$ cat config.mk
export PLATFORM = sky130hd
export DESIGN_NAME = key_remap_ctrl_flat
export DESIGN_NICKNAME = d
export VERILOG_FILES = /design/src/rtl/key_remap_if.sv /design/src/rtl/key_remap_ctrl.sv /design/src/flat_wrapper.sv
export SDC_FILE = /design/constraint.sdc
export NUM_CORES = 1
export LEC_CHECK = 0
export ABC_AREA = 1
export ABC_CLOCK_PERIOD_IN_PS = 3800
export CORE_MARGIN = 1
export CORE_UTILIZATION = 60
export CTS_CLUSTER_SIZE = 10
export DETAILED_ROUTE_END_ITERATION = 10
export PLACE_DENSITY = 0.86
export SLEW_MARGIN = 20
export SYNTH_ARGS = -nofsm -noshare
export SYNTH_HDL_FRONTEND = slang
export SYNTH_SLANG_ARGS = --single-unit
$ cat constraint.sdc
create_clock -name clk -period 3.8 [get_ports clk]
set_input_delay 0.76 -clock clk [delete_from_list [all_inputs] [get_ports clk]]
set_output_delay 0.76 -clock clk [all_outputs]
set_load 0.01 [all_outputs]
$ cat src/rtl/key_remap_if.sv
// Bundle between the key-remap sequencer and its environment: session
// control and debounced keys in, map-RAM write side and status out.
interface key_remap_if #(
  parameter int NOTE_BITS = 7,
  parameter int LEN_BITS  = 4
);
  localparam int MAX_BITS = (NOTE_BITS > LEN_BITS) ? NOTE_BITS : LEN_BITS;
  localparam int SLOT_W   = (MAX_BITS > 2) ? $clog2(MAX_BITS) : 1;

  logic                 start;
  logic                 sel_len;
  logic                 cancel;
  logic [NOTE_BITS-1:0] note_keys;
  logic [LEN_BITS-1:0]  len_keys;
  logic                 rw0;
  logic [NOTE_BITS-1:0] addr0;
  logic [NOTE_BITS-1:0] in0;
  logic                 rw1;
  logic [LEN_BITS-1:0]  addr1;
  logic [LEN_BITS-1:0]  in1;
  logic                 busy;
  logic [SLOT_W-1:0]    slot;
  logic                 done;
  logic                 aborted;
  logic                 err;

  modport master (
    input  start, sel_len, cancel, note_keys, len_keys,
    output rw0, addr0, in0, rw1, addr1, in1, busy, slot, done, aborted, err
  );

  modport slave (
    output start, sel_len, cancel, note_keys, len_keys,
    input  rw0, addr0, in0, rw1, addr1, in1, busy, slot, done, aborted, err
  );
endinterface

$ cat src/rtl/key_remap_ctrl.sv
// Key-remap session sequencer: walks every slot of the selected key-map table,
// accepts one unique single-key press per slot and issues a one-cycle RAM write.
module key_remap_ctrl #(
  parameter int NOTE_BITS = 7,
  parameter int LEN_BITS  = 4,
  parameter int TIMEOUT   = 50_000_000
) (
  input logic         clk,
  input logic         rst,
  key_remap_if.master bus
);
  localparam int MAX_BITS = (NOTE_BITS > LEN_BITS) ? NOTE_BITS : LEN_BITS;
  localparam int SLOT_W   = (MAX_BITS > 2) ? $clog2(MAX_BITS) : 1;
  localparam int CNT_W    = (TIMEOUT > 2) ? $clog2(TIMEOUT) : 1;

  typedef enum logic [2:0] {
    S_IDLE       = 3'd0,
    S_WAIT_REL   = 3'd1,
    S_WAIT_PRESS = 3'd2,
    S_WRITE      = 3'd3,
    S_DONE       = 3'd4
  } state_t;

  state_t               state_r, state_n;
  logic                 tbl_r, tbl_n;
  logic [SLOT_W-1:0]    slot_r, slot_n, last_slot_s;
  logic [MAX_BITS-1:0]  used_r, used_n, cap_r, cap_n;
  logic [MAX_BITS-1:0]  key_s, slot_hot_s;
  logic [CNT_W-1:0]     cnt_r;
  logic                 timeout_s, err_n, aborted_n, write_n;
  logic                 wr_note_s, wr_len_s;
  logic                 rw0_r, rw1_r, busy_r, done_r, aborted_r, err_r;
  logic [NOTE_BITS-1:0] addr0_r, in0_r;
  logic [LEN_BITS-1:0]  addr1_r, in1_r;

  function automatic logic is_onehot(input logic [MAX_BITS-1:0] v);
    return (v != MAX_BITS'(0)) && ((v & (v - MAX_BITS'(1))) == MAX_BITS'(0));
  endfunction

  assign key_s       = tbl_r ? MAX_BITS'(bus.len_keys) : MAX_BITS'(bus.note_keys);
  assign last_slot_s = tbl_r ? SLOT_W'(LEN_BITS - 1) : SLOT_W'(NOTE_BITS - 1);
  assign timeout_s   = (cnt_r == CNT_W'(TIMEOUT - 1));

  // Next-state and session-register update; cancel outranks every other move.
  always_comb begin
    state_n   = state_r;
    tbl_n     = tbl_r;
    slot_n    = slot_r;
    used_n    = used_r;
    cap_n     = cap_r;
    err_n     = 1'b0;
    aborted_n = 1'b0;
    if ((state_r != S_IDLE) && bus.cancel) begin
      state_n   = S_IDLE;
      aborted_n = 1'b1;
    end else begin
      case (state_r)
        S_IDLE: begin
          if (bus.start) begin
            tbl_n   = bus.sel_len;
            slot_n  = SLOT_W'(0);
            used_n  = MAX_BITS'(0);
            state_n = S_WAIT_REL;
          end else begin
            state_n = S_IDLE;
          end
        end
        S_WAIT_REL: begin
          if (timeout_s) begin
            state_n   = S_IDLE;
            aborted_n = 1'b1;
            err_n     = 1'b1;
          end else if (key_s == MAX_BITS'(0)) begin
            state_n = S_WAIT_PRESS;
          end else begin
            state_n = S_WAIT_REL;
          end
        end
        S_WAIT_PRESS: begin
          if (timeout_s) begin
            state_n   = S_IDLE;
            aborted_n = 1'b1;
            err_n     = 1'b1;
          end else if (key_s == MAX_BITS'(0)) begin
            state_n = S_WAIT_PRESS;
          end else if (!is_onehot(key_s) || ((key_s & used_r) != MAX_BITS'(0))) begin
            err_n   = 1'b1;
            state_n = S_WAIT_REL;
          end else begin
            cap_n   = key_s;
            state_n = S_WRITE;
          end
        end
        S_WRITE: begin
          used_n = used_r | cap_r;
          if (slot_r == last_slot_s) begin
            state_n = S_DONE;
          end else begin
            slot_n  = slot_r + SLOT_W'(1);
            state_n = S_WAIT_REL;
          end
        end
        S_DONE: begin
          state_n = S_IDLE;
        end
        default: begin
          state_n = S_IDLE;
        end
      endcase
    end
  end

  assign write_n    = (state_n == S_WRITE);
  assign wr_note_s  = write_n & ~tbl_n;
  assign wr_len_s   = write_n & tbl_n;
  assign slot_hot_s = MAX_BITS'(1) << slot_n;

  // Session state registers; the idle counter restarts on every state change.
  always_ff @(posedge clk or posedge rst) begin
    if (rst) begin
      state_r <= S_IDLE;
      tbl_r   <= 1'b0;
      slot_r  <= SLOT_W'(0);
      used_r  <= MAX_BITS'(0);
      cap_r   <= MAX_BITS'(0);
      cnt_r   <= CNT_W'(0);
    end else begin
      state_r <= state_n;
      tbl_r   <= tbl_n;
      slot_r  <= slot_n;
      used_r  <= used_n;
      cap_r   <= cap_n;
      if (state_n != state_r) begin
        cnt_r <= CNT_W'(0);
      end else if ((state_r == S_WAIT_REL) || (state_r == S_WAIT_PRESS)) begin
        cnt_r <= cnt_r + CNT_W'(1);
      end else begin
        cnt_r <= CNT_W'(0);
      end
    end
  end

  // Outputs are registered from next-state values so they align with the state they describe.
  always_ff @(posedge clk or posedge rst) begin
    if (rst) begin
      rw0_r     <= 1'b0;
      addr0_r   <= NOTE_BITS'(0);
      in0_r     <= NOTE_BITS'(0);
      rw1_r     <= 1'b0;
      addr1_r   <= LEN_BITS'(0);
      in1_r     <= LEN_BITS'(0);
      busy_r    <= 1'b0;
      done_r    <= 1'b0;
      aborted_r <= 1'b0;
      err_r     <= 1'b0;
    end else begin
      rw0_r     <= wr_note_s;
      addr0_r   <= wr_note_s ? slot_hot_s[NOTE_BITS-1:0] : NOTE_BITS'(0);
      in0_r     <= wr_note_s ? cap_n[NOTE_BITS-1:0] : NOTE_BITS'(0);
      rw1_r     <= wr_len_s;
      addr1_r   <= wr_len_s ? slot_hot_s[LEN_BITS-1:0] : LEN_BITS'(0);
      in1_r     <= wr_len_s ? cap_n[LEN_BITS-1:0] : LEN_BITS'(0);
      busy_r    <= (state_n != S_IDLE);
      done_r    <= (state_n == S_DONE);
      aborted_r <= aborted_n;
      err_r     <= err_n;
    end
  end

  assign bus.rw0     = rw0_r;
  assign bus.addr0   = addr0_r;
  assign bus.in0     = in0_r;
  assign bus.rw1     = rw1_r;
  assign bus.addr1   = addr1_r;
  assign bus.in1     = in1_r;
  assign bus.busy    = busy_r;
  assign bus.slot    = slot_r;
  assign bus.done    = done_r;
  assign bus.aborted = aborted_r;
  assign bus.err     = err_r;
endmodule

$ cat src/flat_wrapper.sv
// flat-port wrapper written by rule: the top's interface ports become plain ports
module key_remap_ctrl_flat 
#(
  parameter int NOTE_BITS = 7,
  parameter int LEN_BITS  = 4,
  parameter int TIMEOUT   = 50_000_000
)
  (clk, rst, bus_start, bus_sel_len, bus_cancel, bus_note_keys, bus_len_keys, bus_rw0, bus_addr0, bus_in0, bus_rw1, bus_addr1, bus_in1, bus_busy, bus_slot, bus_done, bus_aborted, bus_err);
  key_remap_if #(.NOTE_BITS(NOTE_BITS), .LEN_BITS(LEN_BITS)) bus_i ();
  input logic clk;
  input logic rst;
  input wire logic [$bits(bus_i.start)-1:0] bus_start;
  input wire logic [$bits(bus_i.sel_len)-1:0] bus_sel_len;
  input wire logic [$bits(bus_i.cancel)-1:0] bus_cancel;
  input wire logic [$bits(bus_i.note_keys)-1:0] bus_note_keys;
  input wire logic [$bits(bus_i.len_keys)-1:0] bus_len_keys;
  output wire logic [$bits(bus_i.rw0)-1:0] bus_rw0;
  output wire logic [$bits(bus_i.addr0)-1:0] bus_addr0;
  output wire logic [$bits(bus_i.in0)-1:0] bus_in0;
  output wire logic [$bits(bus_i.rw1)-1:0] bus_rw1;
  output wire logic [$bits(bus_i.addr1)-1:0] bus_addr1;
  output wire logic [$bits(bus_i.in1)-1:0] bus_in1;
  output wire logic [$bits(bus_i.busy)-1:0] bus_busy;
  output wire logic [$bits(bus_i.slot)-1:0] bus_slot;
  output wire logic [$bits(bus_i.done)-1:0] bus_done;
  output wire logic [$bits(bus_i.aborted)-1:0] bus_aborted;
  output wire logic [$bits(bus_i.err)-1:0] bus_err;
  assign bus_i.start = bus_start;
  assign bus_i.sel_len = bus_sel_len;
  assign bus_i.cancel = bus_cancel;
  assign bus_i.note_keys = bus_note_keys;
  assign bus_i.len_keys = bus_len_keys;
  assign bus_rw0 = bus_i.rw0;
  assign bus_addr0 = bus_i.addr0;
  assign bus_in0 = bus_i.in0;
  assign bus_rw1 = bus_i.rw1;
  assign bus_addr1 = bus_i.addr1;
  assign bus_in1 = bus_i.in1;
  assign bus_busy = bus_i.busy;
  assign bus_slot = bus_i.slot;
  assign bus_done = bus_i.done;
  assign bus_aborted = bus_i.aborted;
  assign bus_err = bus_i.err;
  key_remap_ctrl #(.NOTE_BITS(NOTE_BITS), .LEN_BITS(LEN_BITS), .TIMEOUT(TIMEOUT)) u_core (.clk(clk), .rst(rst), .bus(bus_i));
endmodule
==> summary.txt, run 1 <==
Clocking
  – Clock slew at reported path FFs: 90 ps
  – Post-CTS sizing: 0
  – Setup Fix Bufs, Post-CTS: 0
  – Number of clock sinks: 75
  – H-Tree Depth: 3
  – CTS root buf: clkbuf_8
  – Max Root-Sink Buffers: 2
  – Clk_lat worst skew: 350 ps
  – CTS Hold Bufs: 0
  – Total CTS buffers: 9
  – CTS tree: yes

Logic synthesis
  – Post-synth EDFFs: 0
  – Main combinational cell family by area after synthesis: simple AND/OR/NAND/NOR gates
  – FF+latch count, synth: 75
  – Synth Area in Compound Gates: 0.0429
  – Synth async-reset ratio: 1.00
  – Sequential element share of the synthesized area: 0.474
  – Post-synth top cells: nand2_1 (88), dfrtp_1 (75), nor2_1 (67)
  – Dominant cells by area after synthesis: dfrtp_1 (47%), nand2_1 (8.3%), nor2_4 (7.1%)
  – Syn Inst Count: 463
  – YS warnings: 0
  – Most common cell in the netlist: nand2_1
  – Synth Area in Simple Gates: 0.363
  – Mean Syn Cell Area: 8.56 um2
  – Synth Area in Adders: 0.00632
  – Syn nets: 481
  – Syn Std Cell Area: 3960 um2
  – Yosys top cell area share: 0.474
  – Ys flop type: dfrtp_1
  – Distinct cells, synth: 33
  – Fraction of synthesized area in multiplexers: 0
  – Post-synthesis cell type with the largest combined area: dfrtp_1
  – XOR/XNOR Fraction of Synth Area: 0.0354

Worst setup path
  – Reg2reg end: u_core.cnt_r[25]
  – Crit path required time: 4010 ps
  – Crit path kind: reg -> reg
  – FF-to-FF path depth: 13
  – CP max stage cell: dfrtp_1
  – CP Launch Type: register
  – Critical path peak fanout: 24
  – CP max stage delay: 660 ps
  – Crit end category: register
  – Critical Path AT: around 2800 ps
  – Flop2flop setup slack: between 1000 and 1500 ps
  – CP dominant cell by count: nand2_1
  – RR Startpoint: u_core.tbl_r
  – Crit-path cells: inv_2, nand2_1, inv_1, nor3_4, nand2_4, nand2_2, nor2_2, nor2_2, nand2_1, nand2_1, nor2_4, nand2_4, nor2_1

Final layout
  – Util after Layout: 0.737
  – Share of layout cells above drive strength 1: 0.180
  – # fillers: 477
  – Post-Layout Cell Count: 599
  – Area growth, synth to finish: 18.0%
  – # diodes: 0
  – Nets: 535

Min path
  – Cell depth of the worst hold path: 2
  – Worst hold path type: reg -> reg
  – Hold EP: u_core.cap_r[4]
  – HP Start: u_core.cap_r[4]

Timing
  – Final hold violations: 0
  – Period minus WS final: 2600 ps
  – Setup ws final: 1200 ps
  – Unrepaired setup endpoints after global routing: false
  – Setup violators final: 0
  – TNS Setup: 0 ps
  – Max Fclk: between 300 and 400 MHz
  – Worst Tran Pin Value: between 700 and 800 ps
  – Slew headroom: 0.482
  – Worst Skew: roughly 8.0 ps
  – Slew Viols, Final: 0
  – Crit share post-route: 0.684

Pwr
  – Pwr dens: 472 nW/um2
  – LEAKAGE: 2.10 nW
  – Peak supply drop: 318 uV
  – Total power: 2.21 mW

Global routing
  – Pin count of the biggest net entering global routing: 40
  – First-pass GRT wire length: approximately 14000 um
  – Initial antenna violation count: 0
  – Total Routing Usage GR: 0.264
  – Vias in the first global route: around 3200
  – Total gr overflow: 0

Detailed routing
  – Initial DRC Count: roughly 200
  – DRT antenna net count: 0
  – Total Routed Length: roughly 8600 um
  – Drt first pass iters: 4
  – Via density per instance: 5.32
  – Routed len/inst: roughly 14 um
  – DR DRC count: 0
  – Vias: 3187

Floorplan
  – Row count: 29
  – Die Ht: 83.3 um
  – Die W: roughly 83 um
  – Die ar.: 6930 um2
  – Starting Density: 0.624
  – Boundary Pins: between 40 and 50
  – Core area: 6350 um2

Run
  – Max_cap viols: 0

Run status
  – Status: completed

Placement
  – Post-DP HPWL: about 6300 um
  – Post-placement cell count: 583
  – Pre-CTS setup slack: 816 ps
  – Routability congestion estimate: 0.903
  – I/O Buffers: 46
[logic make-up (layout without fill, tap and decap cells)]
group,Yosys count,count (layout)
AOI/OAI and AO/OA,30,30
xor gates and xnor gates,16,16
adders and majority gates,2,2
buffers and inverters,71,130
DFF,75,75
and+or+nand+nor,269,269
[how the worst max path moves through the flow]
| stage | to | slack, ps | depth (start not counted) | startpoint |
|---|---|---|---|---|
| 2_1_floorplan | u_core.bus.aborted | 1130 | 1 | rst |
| 3_3_place_gp | u_core.cnt_r[0] | 930 | 15 | bus_len_keys[3] |
| 3_5_place_dp | u_core.cnt_r[25] | 820 | 14 | bus_len_keys[1] |
| 4_1_cts | u_core.cnt_r[25] | 1190 | 13 | u_core.tbl_r |
| 5_1_grt | u_core.cnt_r[25] | 940 | 14 | u_core.tbl_r |
| 6_report | u_core.cnt_r[25] | 1200 | 13 | u_core.tbl_r |
[per-stage QoR]
| step | hold slack (ps) | area (um2) |
|---|---|---|
| floorplan | 446 | 3960 |
| global placement | 468 | 4470 |
| detailed placement | 484 | 4470 |
| CTS | 504 | 4680 |
| global route | 529 | 4680 |
| finish | 502 | 4680 |
[flip-flops by register name, summed over array words and instances, names as in the netlist]
register,flops
u_core.cnt_r,26
u_core.bus.addr0,7
u_core.bus.in0,7
u_core.cap_r,7
u_core.used_r,7
u_core.bus.addr1,4
u_core.bus.in1,4
u_core.bus.slot,3
u_core.state_r,3
u_core.bus.aborted,1
u_core.bus.busy,1
u_core.bus.done,1
u_core.bus.err,1
u_core.bus.rw0,1
u_core.bus.rw1,1
u_core.tbl_r,1
[layer usage]
layer	part of all wire	up-vias	GRT usage	routed length (um)
met5	0	-	0	0
met4	0.033	0	0.149	282
met3	0.046	25	0.0567	393
met2	0.52	89	0.456	4440
met1	0.40	1521	0.303	3450
li1	-	1552	-	-
[power by group]
group / switching [mW] / total, mW / internal [mW] / leakage [nW]
combinational: 0.471 / 0.655 / 0.184 / 0.989
clock: 0.325 / 0.652 / 0.327 / 0.104
sequential: 0.0616 / 0.902 / 0.840 / 1.01
total: 0.857 / 2.21 / 1.35 / 2.10
[cell usage in the layout (no fill, tap or decap), types with 7 or more instances in the layout]
cell type,count
nor2_2,7
nand2_1,88
o21ai_0,10
nor2_4,25
nor3_1,16
clkdlybuf4s50_1,46
nand2_2,20
dfrtp_1,75
nand3_1,20
clkbuf_8,10
xor2_1,10
inv_2,10
nor2_1,67
a21oi_1,9
inv_1,56
nand4_1,8
[area by class of cell]
cell class | count | area, um2 | area share
timing repair buffer | 48 | 475 | 0.102
clock inverter | 6 | 68.8 | 0.0147
inverter | 66 | 248 | 0.0530
sequential | 75 | 1880 | 0.401
clock buffer | 10 | 138 | 0.0294
multi-input combinational | 317 | 1770 | 0.379
tap | 77 | 96.3 | 0.0206
[worst max-delay path, delay by kind of cell (launching register included)]
family	cells	cell delay, ps
flip-flops	1	660
buffers and inverters	2	280
AND/OR/NAND/NOR	11	1500
Note: power is estimated with default switching activity, not from simulation.
==> inputs of run 2 (changes only) <==
ABC_CLOCK_PERIOD_IN_PS = 2300   (was 3800)
CORE_UTILIZATION = 51   (was 60)
PLACE_DENSITY = 0.78   (was 0.86)
clock period = 2.3 ns   (was 3.8 ns; I/O delays follow)
==> run 2 against run 1 <==
- critical path depth up 2
- setup slack worse by 1000 ps
- combinational power up 120%
- final area up 5.9%
- critical endpoint is now u_core.cnt_r[22]
- clock-buffer cell count down 1
- highest routed layer unchanged
- non-clock buffer count up 19
- critical path type unchanged
==> summary.txt, run 2 (synthesized netlist as in run 1, its figures left out) <==
Min path
  – Worst hold path type: in -> async

Timing
  – Worst Skew: 19.4 ps
  – Slew headroom: 0.655
  – Setup violators final: 0
  – Unrepaired setup endpoints after global routing: false
  – Max Fclk: 469 MHz
  – Period minus WS final: about 2100 ps
  – Setup ws final: between 150 and 200 ps
  – Slew Viols, Final: 0
  – Crit share post-route: 0.926
  – Worst Tran Pin Value: slightly above 500 ps
  – Final hold violations: 0

Placement
  – Placed Area: about 4600 um2
  – I/O Buffers: 46
  – Pre-CTS setup slack: -81.1 ps
  – Post-DP HPWL: about 6500 um
  – Routability congestion estimate: 0.906

Detailed routing
  – Drt first pass iters: 4
  – Routed len/inst: 13.8 um
  – Initial DRC Count: 162
  – Vias: 3250
  – Via density per instance: a little over 5
  – Total Routed Length: 8810 um
  – DRT antenna net count: 0
  – DR DRC count: 0

Worst setup path
  – Critical path peak fanout: 6
  – Crit path kind: reg -> reg
  – Critical Path AT: 2360 ps
  – Crit end category: register
  – CP Launch Type: register
  – Crit path required time: 2530 ps

Final layout
  – FF+latch area: 1880 um2
  – Top reg by flops: u_core.cnt_r
  – Largest register FFs: 26
  – # diodes: 0
  – Nets: 554
  – Final instance area: approximately 5000 um2
  – # fillers: 605
  – Most common cell after layout, fill and taps aside: nand2_1
  – Multi-input logic area: 1810 um2
  – Share of layout cells above drive strength 1: 0.216
  – Most frequent cells in the layout: nand2_1 (86), dfrtp_1 (75), nor2_1 (66)
  – Area growth, synth to finish: 25.0%
  – Util after Layout: 0.672

Floorplan
  – Die ar.: between 8000 and 9000 um2
  – Die W: 90.1 um
  – Core area: 7370 um2
  – Die Ht: 90.1 um
  – Boundary Pins: 47
  – Starting Density: 0.538
  – Row count: 31

Clocking
  – Total CTS buffers: 9
  – H-Tree Depth: 3
  – Clock slew at reported path FFs: about 90 ps
  – CTS Hold Bufs: 0
  – CTS tree: yes
  – Number of clock sinks: 75
  – CTS root buf: clkbuf_8
  – Max Root-Sink Buffers: 2
  – Clk_lat worst skew: roughly 360 ps

Run
  – Max_cap viols: 0

Global routing
  – Total Routing Usage GR: 0.230
  – Initial antenna violation count: 0
  – Total gr overflow: 0
  – First-pass GRT wire length: 14800 um
  – Vias in the first global route: roughly 3200
  – Pin count of the biggest net entering global routing: 43

Run status
  – Status: completed

Pwr
  – Peak supply drop: 495 uV
  – Pwr dens: 794 nW/um2
  – LEAKAGE: 2.22 nW
## run 2: changes by cell type in the layout (fill, tap and decap cells not counted), moves of 2 or more
cell | before | now
clkinv_8 | 0 | 2
inv_8 | 0 | 2
nand2_1 | 88 | 86
clkbuf_16 | 0 | 2
nand2_2 | 20 | 22
buf_12 | 0 | 3
buf_4 | 2 | 16
## run 2: per-stage QoR
step | TNS [ps] | hold slack (ps) | power [mW] | instances
2_1_floorplan | 0 | 446 | 2.50 | 463
3_3_place_gp | 0 | 475 | 2.73 | 617
3_5_place_dp | -889 | 485 | 2.77 | 617
4_1_cts | 0 | 431 | 3.79 | 633
5_1_grt | 0 | 463 | 4.17 | 640
6_report | 0 | 427 | 3.93 | 640
## run 2: worst paths after layout
kind | startpoint | depth (start not counted) | slack, ps | to
min in group clk | u_core.cap_r[4] | 2 | 510 | u_core.cap_r[4]
max | u_core.cnt_r[1] | 15 | 170 | u_core.cnt_r[22]
min reg2reg | u_core.cap_r[4] | 2 | 510 | u_core.cap_r[4]
max reg2reg | u_core.cnt_r[1] | 15 | 170 | u_core.cnt_r[22]
max in group asynchronous | rst | 3 | 1310 | u_core.state_r[0]
min | rst | 2 | 430 | u_core.cnt_r[12]
## run 2: cell type report
cell class | instances | share of cell area
flip-flops and latches | 75 | 0.379
multi-input cells | 317 | 0.365
repair buffers | 67 | 0.139
inverters | 66 | 0.0508
clock buffers | 9 | 0.0250
well taps | 99 | 0.0250
clock inverters | 7 | 0.0162
## run 2: metal layers
layer / vias to the layer above / wire [um] / share of wire / global-route usage
met3: 18 / 366 / 0.042 / 0.0525
met2: 92 / 4720 / 0.54 / 0.413
met5: - / 0 / 0 / 0
met4: 0 / 156 / 0.018 / 0.0793
met1: 1542 / 3570 / 0.40 / 0.269
li1: 1598 / - / - / -
## run 2: timing repair
action,CTS,global route
resized for setup,0,7
endpoints found under the setup margin,0,24
buffers inserted,0,5
## run 2: power breakdown
group | leakage [nW] | total (mW) | internal [mW] | switching [mW]
clock | 0.0998 | 1.02 | 0.432 | 0.584
combinational | 1.11 | 1.45 | 0.578 | 0.868
sequential | 1.01 | 1.47 | 1.39 | 0.0801
## run 2: worst max-delay path, stage by stage (launching register included)
cell and delay (ps):
dfrtp_1 430, ha_4 170, nand2_2 70, nor2_4 150, nand3_4 120, nor2_4 120
nand2_2 80, nand2_2 100, nor2_2 40, nor2_2 160, nand2_1 90, nand2_2 100
nor2_4 40, nand2_4 130, clkbuf_16 180, nor2_4 30
